===== config.mk =====
export PLATFORM = sky130hd
export DESIGN_NAME = button_ctrl
export DESIGN_NICKNAME = d
export VERILOG_FILES = /design/src/rtl/button_ctrl.sv
export SDC_FILE = /design/constraint.sdc
export NUM_CORES = 1
export LEC_CHECK = 0
export ABC_CLOCK_PERIOD_IN_PS = 4250
export CELL_PAD_IN_SITES_DETAIL_PLACEMENT = 1
export CELL_PAD_IN_SITES_GLOBAL_PLACEMENT = 2
export CORE_UTILIZATION = 40
export DETAILED_ROUTE_END_ITERATION = 6
export PLACE_DENSITY_LB_ADDON = 0.1
export SLEW_MARGIN = 10
export SYNTH_ARGS = -nofsm -noshare
export SYNTH_HDL_FRONTEND = slang
export SYNTH_SLANG_ARGS = --single-unit

===== constraint.sdc =====
create_clock -name clk_i -period 4.25 [get_ports clk_i]
set_input_delay 0.85 -clock clk_i [delete_from_list [all_inputs] [get_ports clk_i]]
set_output_delay 0.85 -clock clk_i [all_outputs]
set_load 0.05 [all_outputs]

===== src/rtl/button_ctrl.sv =====
// button_ctrl: synchronise, debounce and classify N_BTN push buttons, then
// arbitrate press/release/long events round-robin onto one valid/ready stream.
module button_ctrl #(
   parameter int N_BTN      = 4,
   parameter int CLK_DIV    = 1000,
   parameter int DEB_TICKS  = 20,
   parameter int LONG_TICKS = 500
) (
   input  logic                     clk_i,
   input  logic                     rst_i,
   input  logic [N_BTN-1:0]         btn_i,
   output logic [N_BTN-1:0]         stable_o,
   output logic                     evt_valid_o,
   input  logic                     evt_ready_i,
   output logic [$clog2(N_BTN)-1:0] evt_id_o,
   output logic [1:0]               evt_code_o,
   output logic                     drop_o
);
   localparam int IW = $clog2(N_BTN);
   localparam int CW = $clog2(CLK_DIV);
   localparam int DW = $clog2(DEB_TICKS) + 1;
   localparam int HW = $clog2(LONG_TICKS) + 1;

   logic [N_BTN-1:0]          r_sync1, r_sync2, r_stable;
   logic [CW-1:0]             r_div;
   logic [N_BTN-1:0][DW-1:0]  r_deb;
   logic [N_BTN-1:0][HW-1:0]  r_hold;
   logic [N_BTN-1:0][1:0]     r_slot;
   logic                      r_valid, r_drop;
   logic [IW-1:0]             r_id, r_ptr;
   logic [1:0]                r_code;

   logic                      w_tick, w_load, w_found, w_drop;
   logic [IW-1:0]             w_gid;
   logic [N_BTN-1:0][1:0]     w_evt;
   logic [N_BTN-1:0]          w_take;

   always_comb begin
      w_tick  = r_div == CW'(CLK_DIV - 1);
      w_load  = !r_valid || evt_ready_i;
      w_found = 1'b0;
      w_gid   = '0;
      // scan farthest-first so the nearest index after the last grant wins
      for (int k = N_BTN; k >= 1; k--)
         if (r_slot[IW'((int'(r_ptr) + k) % N_BTN)] != 2'b00) begin
            w_found = 1'b1;
            w_gid   = IW'((int'(r_ptr) + k) % N_BTN);
         end
      w_drop = 1'b0;
      w_evt  = '0;
      w_take = '0;
      for (int i = 0; i < N_BTN; i++) begin
         w_take[i] = w_load && w_found && w_gid == IW'(i);
         w_evt[i]  = (w_tick && r_sync2[i] != r_stable[i] && r_deb[i] == DW'(DEB_TICKS - 1)) ? (r_stable[i] ? 2'b10 : 2'b01) :
                     (w_tick && r_stable[i] && r_hold[i] == HW'(LONG_TICKS - 1)) ? 2'b11 : 2'b00;
         w_drop    = w_drop | (w_evt[i] != 2'b00 && r_slot[i] != 2'b00 && !w_take[i]);
      end
   end

   always_ff @(posedge clk_i or posedge rst_i) begin
      if (rst_i) begin
         r_sync1  <= '0;
         r_sync2  <= '0;
         r_stable <= '0;
         r_div    <= '0;
         r_deb    <= '0;
         r_hold   <= '0;
         r_slot   <= '0;
      end else begin
         r_sync1 <= btn_i;
         r_sync2 <= r_sync1;
         r_div   <= w_tick ? '0 : r_div + 1'b1;
         for (int i = 0; i < N_BTN; i++) begin
            if (w_tick) begin
               if (r_sync2[i] == r_stable[i])
                  r_deb[i] <= '0;
               else if (r_deb[i] == DW'(DEB_TICKS - 1)) begin
                  r_deb[i]    <= '0;
                  r_stable[i] <= ~r_stable[i];
               end else
                  r_deb[i] <= r_deb[i] + 1'b1;
            end
            if (!r_stable[i])
               r_hold[i] <= '0;
            else if (w_tick && r_hold[i] != HW'(LONG_TICKS))
               r_hold[i] <= r_hold[i] + 1'b1;
            // a fresh event always wins over the slot being drained
            if (w_evt[i] != 2'b00)
               r_slot[i] <= w_evt[i];
            else if (w_take[i])
               r_slot[i] <= 2'b00;
         end
      end
   end

   always_ff @(posedge clk_i or posedge rst_i) begin
      if (rst_i) begin
         r_valid <= 1'b0;
         r_id    <= '0;
         r_code  <= 2'b00;
         r_ptr   <= IW'(N_BTN - 1);
         r_drop  <= 1'b0;
      end else begin
         r_drop <= w_drop;
         if (w_load) begin
            r_valid <= w_found;
            if (w_found) begin
               r_id   <= w_gid;
               r_code <= r_slot[w_gid];
               r_ptr  <= w_gid;
            end
         end
      end
   end

   assign stable_o    = r_stable;
   assign evt_valid_o = r_valid;
   assign evt_id_o    = r_id;
   assign evt_code_o  = r_code;
   assign drop_o      = r_drop;
endmodule


**Word-level counts from Yosys, hierarchy flattened**

Cells that the tools add are included.

- $add $sub $neg: 13
- Mux-type cells: 59
- Reduce and logical (&&, ||, !) cells: 61
- Order comparisons: 5
- Bitwise gates (word level): 11
- Eq/ne operators: 28

Operator list:

| cell | count |
|---|---|
| 10-bit 2-to-1 mux | 9 |
| 2-bit 2-to-1 mux | 33 |
| 10-bit by 1-bit adder with 10-bit output (second input constant) | 5 |
| 6-bit 2-to-1 mux | 8 |
| 10-bit by 9-bit equality test with 1-bit output (second input constant) | 4 |
| 10-bit by 9-bit inequality test with 1-bit output (second input constant) | 4 |
| 1-bit logical AND | 33 |
| 2-bit nonzero test | 16 |
| 6-bit by 1-bit adder with 6-bit output (second input constant) | 4 |
| 6-bit by 5-bit equality test with 1-bit output (second input constant) | 4 |
| 2-bit binary-select mux with 2-bit select | 5 |
| 2-bit by 4-bit < comparator with 1-bit output (second input constant) | 4 |
| 3-bit AND reduction | 4 |
| 10-bit equality test (second input constant) | 1 |
| 2-bit by 1-bit inequality test with 1-bit output (second input constant) | 4 |
| 1-bit inverter | 8 |
| 1-bit logical NOT | 5 |
| 2-bit by 1-bit adder with 2-bit output (second input constant) | 2 |
| 2-bit adder (second input constant) | 2 |
| 1-bit equality test | 4 |
| 2-bit equality test (second input constant) | 2 |
| 1-bit 2-to-1 mux | 4 |
| 1-bit inequality test | 4 |
| 2-bit by 3-bit < comparator with 1-bit output (second input constant) | 1 |
| other kinds (5) | 7 |

- Bits in registers: 102
- Output and inout bits: 10
- Logic and storage cells: 201
- Input bits: 7

**Depth between registers and ports, before layout**

- Word-level depth: 16
- Depth in mapped cells: 8
- Gate-level depth less buffers: 7

**Worst setup path after synthesis**

Ideal clock, no wire load.

- Path kind: reg2reg
- From: register r_div[0]
- To: register r_hold[38] in the netlist's numbering
- Library setup time: 120 ps
- Arrival time: 1859 ps
- Data required time: 4130 ps
- Stages on the path, launching flop included: 9
- Slack: 2271 ps
- Cells stage by stage: dfrtp_1 ha_1 and4bb_2 nand3_1 clkbuf_1 nor4_1 nand3_1 xnor2_1 and2_1

- Longest elaborated chain between the ends: 3

RTL lines:

| item | line | RTL |
|---|---|---|
| start, declared | 25 | `logic [CW-1:0] r_div;` |
| start signal, assigned | 72 | `r_div <= w_tick ? '0 : r_div + 1'b1;` |
| 10-bit equality test | 39 | `w_tick = r_div == CW'(CLK_DIV - 1);` |
| 1-bit logical AND | 85 | `else if (w_tick && r_hold[i] != HW'(LONG_TICKS))` |
| 2-bit by 1-bit inequality test with 1-bit output (no source line) | -- |  |
| end signal, assigned by index | 86 | `r_hold[i] <= r_hold[i] + 1'b1;` |
| end, declared | 27 | `logic [N_BTN-1:0][HW-1:0] r_hold;` |

Every way passes these cells.
A chain may end at the register's enable or synchronous reset.

**Final worst setup path**

- From: register r_stable[0], in the netlist stable_o[0]
- To: output port stable_o[0]

RTL lines:

| item | line | RTL |
|---|---|---|
| start, declared | 24 | `logic [N_BTN-1:0] r_sync1, r_sync2, r_stable;` |
| start signal, assigned by index | 79 | `r_stable[i] <= ~r_stable[i];` |
| end, declared | 12 | `output logic [N_BTN-1:0] stable_o,` |

No word-level cell between the ends.

==> summary.md <==
| Metric | Value |
|---|---|
| Hold Fails Final Rpt | `0` |
| Yosys warnings | `0` |
| Worst-path clk slew | `0.06 ns` |
| Buf/Inv on CP | `1` |
| Core Box Area | `12700 sq um` |
| Final setup TNS | `0 ns` |
| DRC | `0` |
| Synth cell types | `52` |
| Power Density | `436 nW/um^2` |
| Cell area after layout | `5860 sq um` |
| Layout cells sized above 1 | `0.0533` |
| Syn Area/Cell | `9.56 sq um` |
| Synthesized instance count | `544` |
| CP top delay family | `buffers and inverters` |
| Dpl cell area | `5550 sq um` |
| Reg2reg setup slack | `1.70 ns` |
| Startpoint Class | `flip-flop` |
| Critical Path AT | `1.95 ns` |
| Tot GR Track Use | `0.194` |
| Die width | `116 um` |
| Die area | `13500 sq um` |
| Final ANT Viol Nets | `0` |
| Met3 wire length | `272 um` |
| RSZ-0062 raised after global routing | `no` |
| H-tree Lvls | `3` |
| CP endpoint kind | `output port` |
| Status | `completed` |
| Initial Util | `0.411` |
| Wire per inst | `15.6 um` |
| Cells along the critical path | `clkdlybuf4s50_1` |
| Leakage | `2.52 nW` |
| Worst r2r dst | `drop_o` |
| Slowest stage delay, CP | `0.91 ns` |
| Sequential element share of the synthesized area | `0.491` |
| Number of synthesized flops with an enable pin | `0` |
| Longest Clk Path Bufs | `2` |
| DR pass1 iterations | `4` |
| Placer Congestion | `0.803` |
| Vias per inst | `5.27` |
| Initial antenna violation count | `0` |
| Vias in the first global route | `4170` |
| Synth Net Count | `564` |
| Max_cap viols | `0` |
| Synthesized area | `5200 sq um` |
| Max Slew Vio Count | `0` |
| TritonCTS buffer count | `9` |
| Metal-1 WL | `5.76 mm` |
| Port Buf Inserts | `16` |
| Final Setup Violations | `0` |
| Layout area overhead | `12.7%` |
| Global route total overflow | `0` |
| Diode count | `0` |
| Yosys reg bits | `102` |
| Max Used Layer | `met4` |
| # rows | `41` |
| CTS Hold Buffers Added | `0` |
| Skew final | `0.00977 ns` |
| Post-CTS setup buffers | `0` |
| CP Launch Point | `stable_o[0]` |
| Relative slew margins | `0.458` |
| Fin util | `0.463` |
| Cell count along the critical path | `1` |
| Critical path capture point | `stable_o[0]` |
| First-pass GRT wire length | `20.3 mm` |
| Clk_lat worst skew | `0.35 ns` |
| R2R Path Start | `r_div[0]` |
| Worst VDD drop | `241 uV` |
| Clock root buffer | `clkbuf_16` |
| CTS resizes | `0` |
| Max Fanout on Critical Path | `17` |
| CTS sink count | `102` |
| Pwr Total | `2.56 mW` |
| HPWL after DPL | `8.17 mm` |
| DR iter-0 viols | `190` |
| Layout Nets | `578` |
| Die H | `116 um` |
| Largest net degree at the start of global routing | `64` |
| Highest Clock Rate | `0.357 GHz` |
| Async set-reset flop share out of synthesis | `1.00` |
| Least-Margin Pin Slew | `0.812 ns` |
| Synth Flop Type | `dfrtp_1` |
| Fin crit share | `0.658` |
| Slowest CP cell | `clkdlybuf4s50_1` |
| CP required | `3.40 ns` |
| Crit Path Class | `flip-flop to output port` |
| Worst Hold Class | `flip-flop to flip-flop` |
| I/O pins | `17` |
| Register-to-Register Path Depth | `8` |
| Aggregate routed wire length | `11.5 mm` |
| Crit path time final | `2.80 ns` |
| WL met2 | `5.35 mm` |
| CTS tree | `built` |
| Via count | `3871` |
-- placed cells by master (no fill, tap or decap), types with 5 or more instances in the layout --
master	Yosys	final
and2_1	33	33
nand3_1	30	30
a31oi_1	5	5
dfrtp_1	100	100
nor2_1	41	41
ha_1	13	13
nor2b_1	8	8
clkbuf_16	0	9
o21ai_0	36	36
nand2_1	67	67
clkdlybuf4s50_1	0	16
nand4_1	15	15
nand2b_1	12	12
a21oi_1	12	12
xnor2_1	33	33
o31ai_1	8	8
inv_1	16	15
xor2_1	16	16
nor4_1	6	6
and3_1	18	18
nor3_1	5	5
-- synthesized netlist by cell type (3+ instances only) --
master     number  area share
and2_1         33       0.040
and3_1         18       0.022
dfrtp_1       100        0.48
o21ai_0        36       0.035
a31oi_1         5      0.0060
nand3_1        30       0.029
or2_2           3      0.0036
o31ai_1         8       0.012
xnor2_1        33       0.056
o2bb2ai_1       3      0.0051
ha_1           13       0.031
nor4b_1         3      0.0051
inv_1          16       0.012
nor3_1          5      0.0048
nand4_1        15       0.018
mux2i_1         4      0.0077
nor4_1          6      0.0072
nand2b_1       12       0.014
nand2_1        67       0.048
xor2_1         16       0.027
a22oi_1         3      0.0043
nor2_1         41       0.030
clkbuf_1       11      0.0079
o21a_1          4      0.0058
nor2b_1         8      0.0096
a21oi_1        12       0.012
buf_2           4      0.0038
-- worst min path at each step --
stage,startpoint,endpoint,slack (ns),cells after the start
after floorplan,r_sync1[0],r_sync2[0],0.33,0
after global placement,r_sync1[1],r_sync2[1],0.33,0
after detailed placement,r_sync1[0],r_sync2[0],0.34,0
after CTS,r_sync1[0],r_sync2[0],0.35,0
after global routing,r_sync1[0],r_sync2[0],0.35,0
final,r_sync1[3],r_sync2[3],0.35,0
-- registers in the layout, indices dropped and copies added, names as in the netlist --
register	count
evt_code_o	2
r_deb	24
evt_valid_o	1
r_ptr	2
r_sync1	4
r_div	10
r_sync2	4
evt_id_o	2
r_slot	8
stable_o	4
r_hold	40
drop_o	1
-- cells by family (layout without fill, tap and decap cells) --
kind of cell	after synthesis	in the layout	synth area share
AO/OA/AOI/OAI	92	92	0.114
adder cells (fa/ha/maj)	13	13	0.0313
AND/OR/NAND/NOR	251	251	0.247
buffers and inverters	33	52	0.0262
XOR/XNOR	49	49	0.0825
flip-flops	102	102	0.491
multiplexers	4	4	0.00770
-- final cells by class --
| cell class | count | area, sq um |
|---|---|---|
| Multi-Input combinational cell | 409 | 2510 |
| Fill cell | 1458 | 6810 |
| Clock buffer | 10 | 229 |
| Inverter | 16 | 62.6 |
| Timing Repair Buffer | 20 | 203 |
| Sequential cell | 102 | 2550 |
| Clock inverter | 6 | 86.3 |
| Tap cell | 172 | 215 |
-- metal layers --
layer | global-route usage | vias to the layer above
li1 | - | 1906
met4 | 0.0427 | 0
met1 | 0.263 | 1930
met3 | 0.0497 | 4
met5 | 0 | -
met2 | 0.312 | 31
-- report_power, final --
part | leakage (nW) | internal (mW) | total [mW] | switching, mW
sequential | 1.37 | 1.04 | 1.10 | 0.0584
combinational | 0.996 | 0.216 | 0.581 | 0.365
clock | 0.152 | 0.515 | 0.880 | 0.364
total | 2.52 | 1.77 | 2.56 | 0.788
-- stage by stage --
stage	setup WS (ns)	hold WS (ns)	std cells
after floorplan	0.728	0.331	544
after global placement	1.66	0.334	719
after detailed placement	1.61	0.336	719
after CTS	1.39	0.352	735
after global routing	1.34	0.352	735
final	1.45	0.349	735
(Power assumes the default switching activity.)
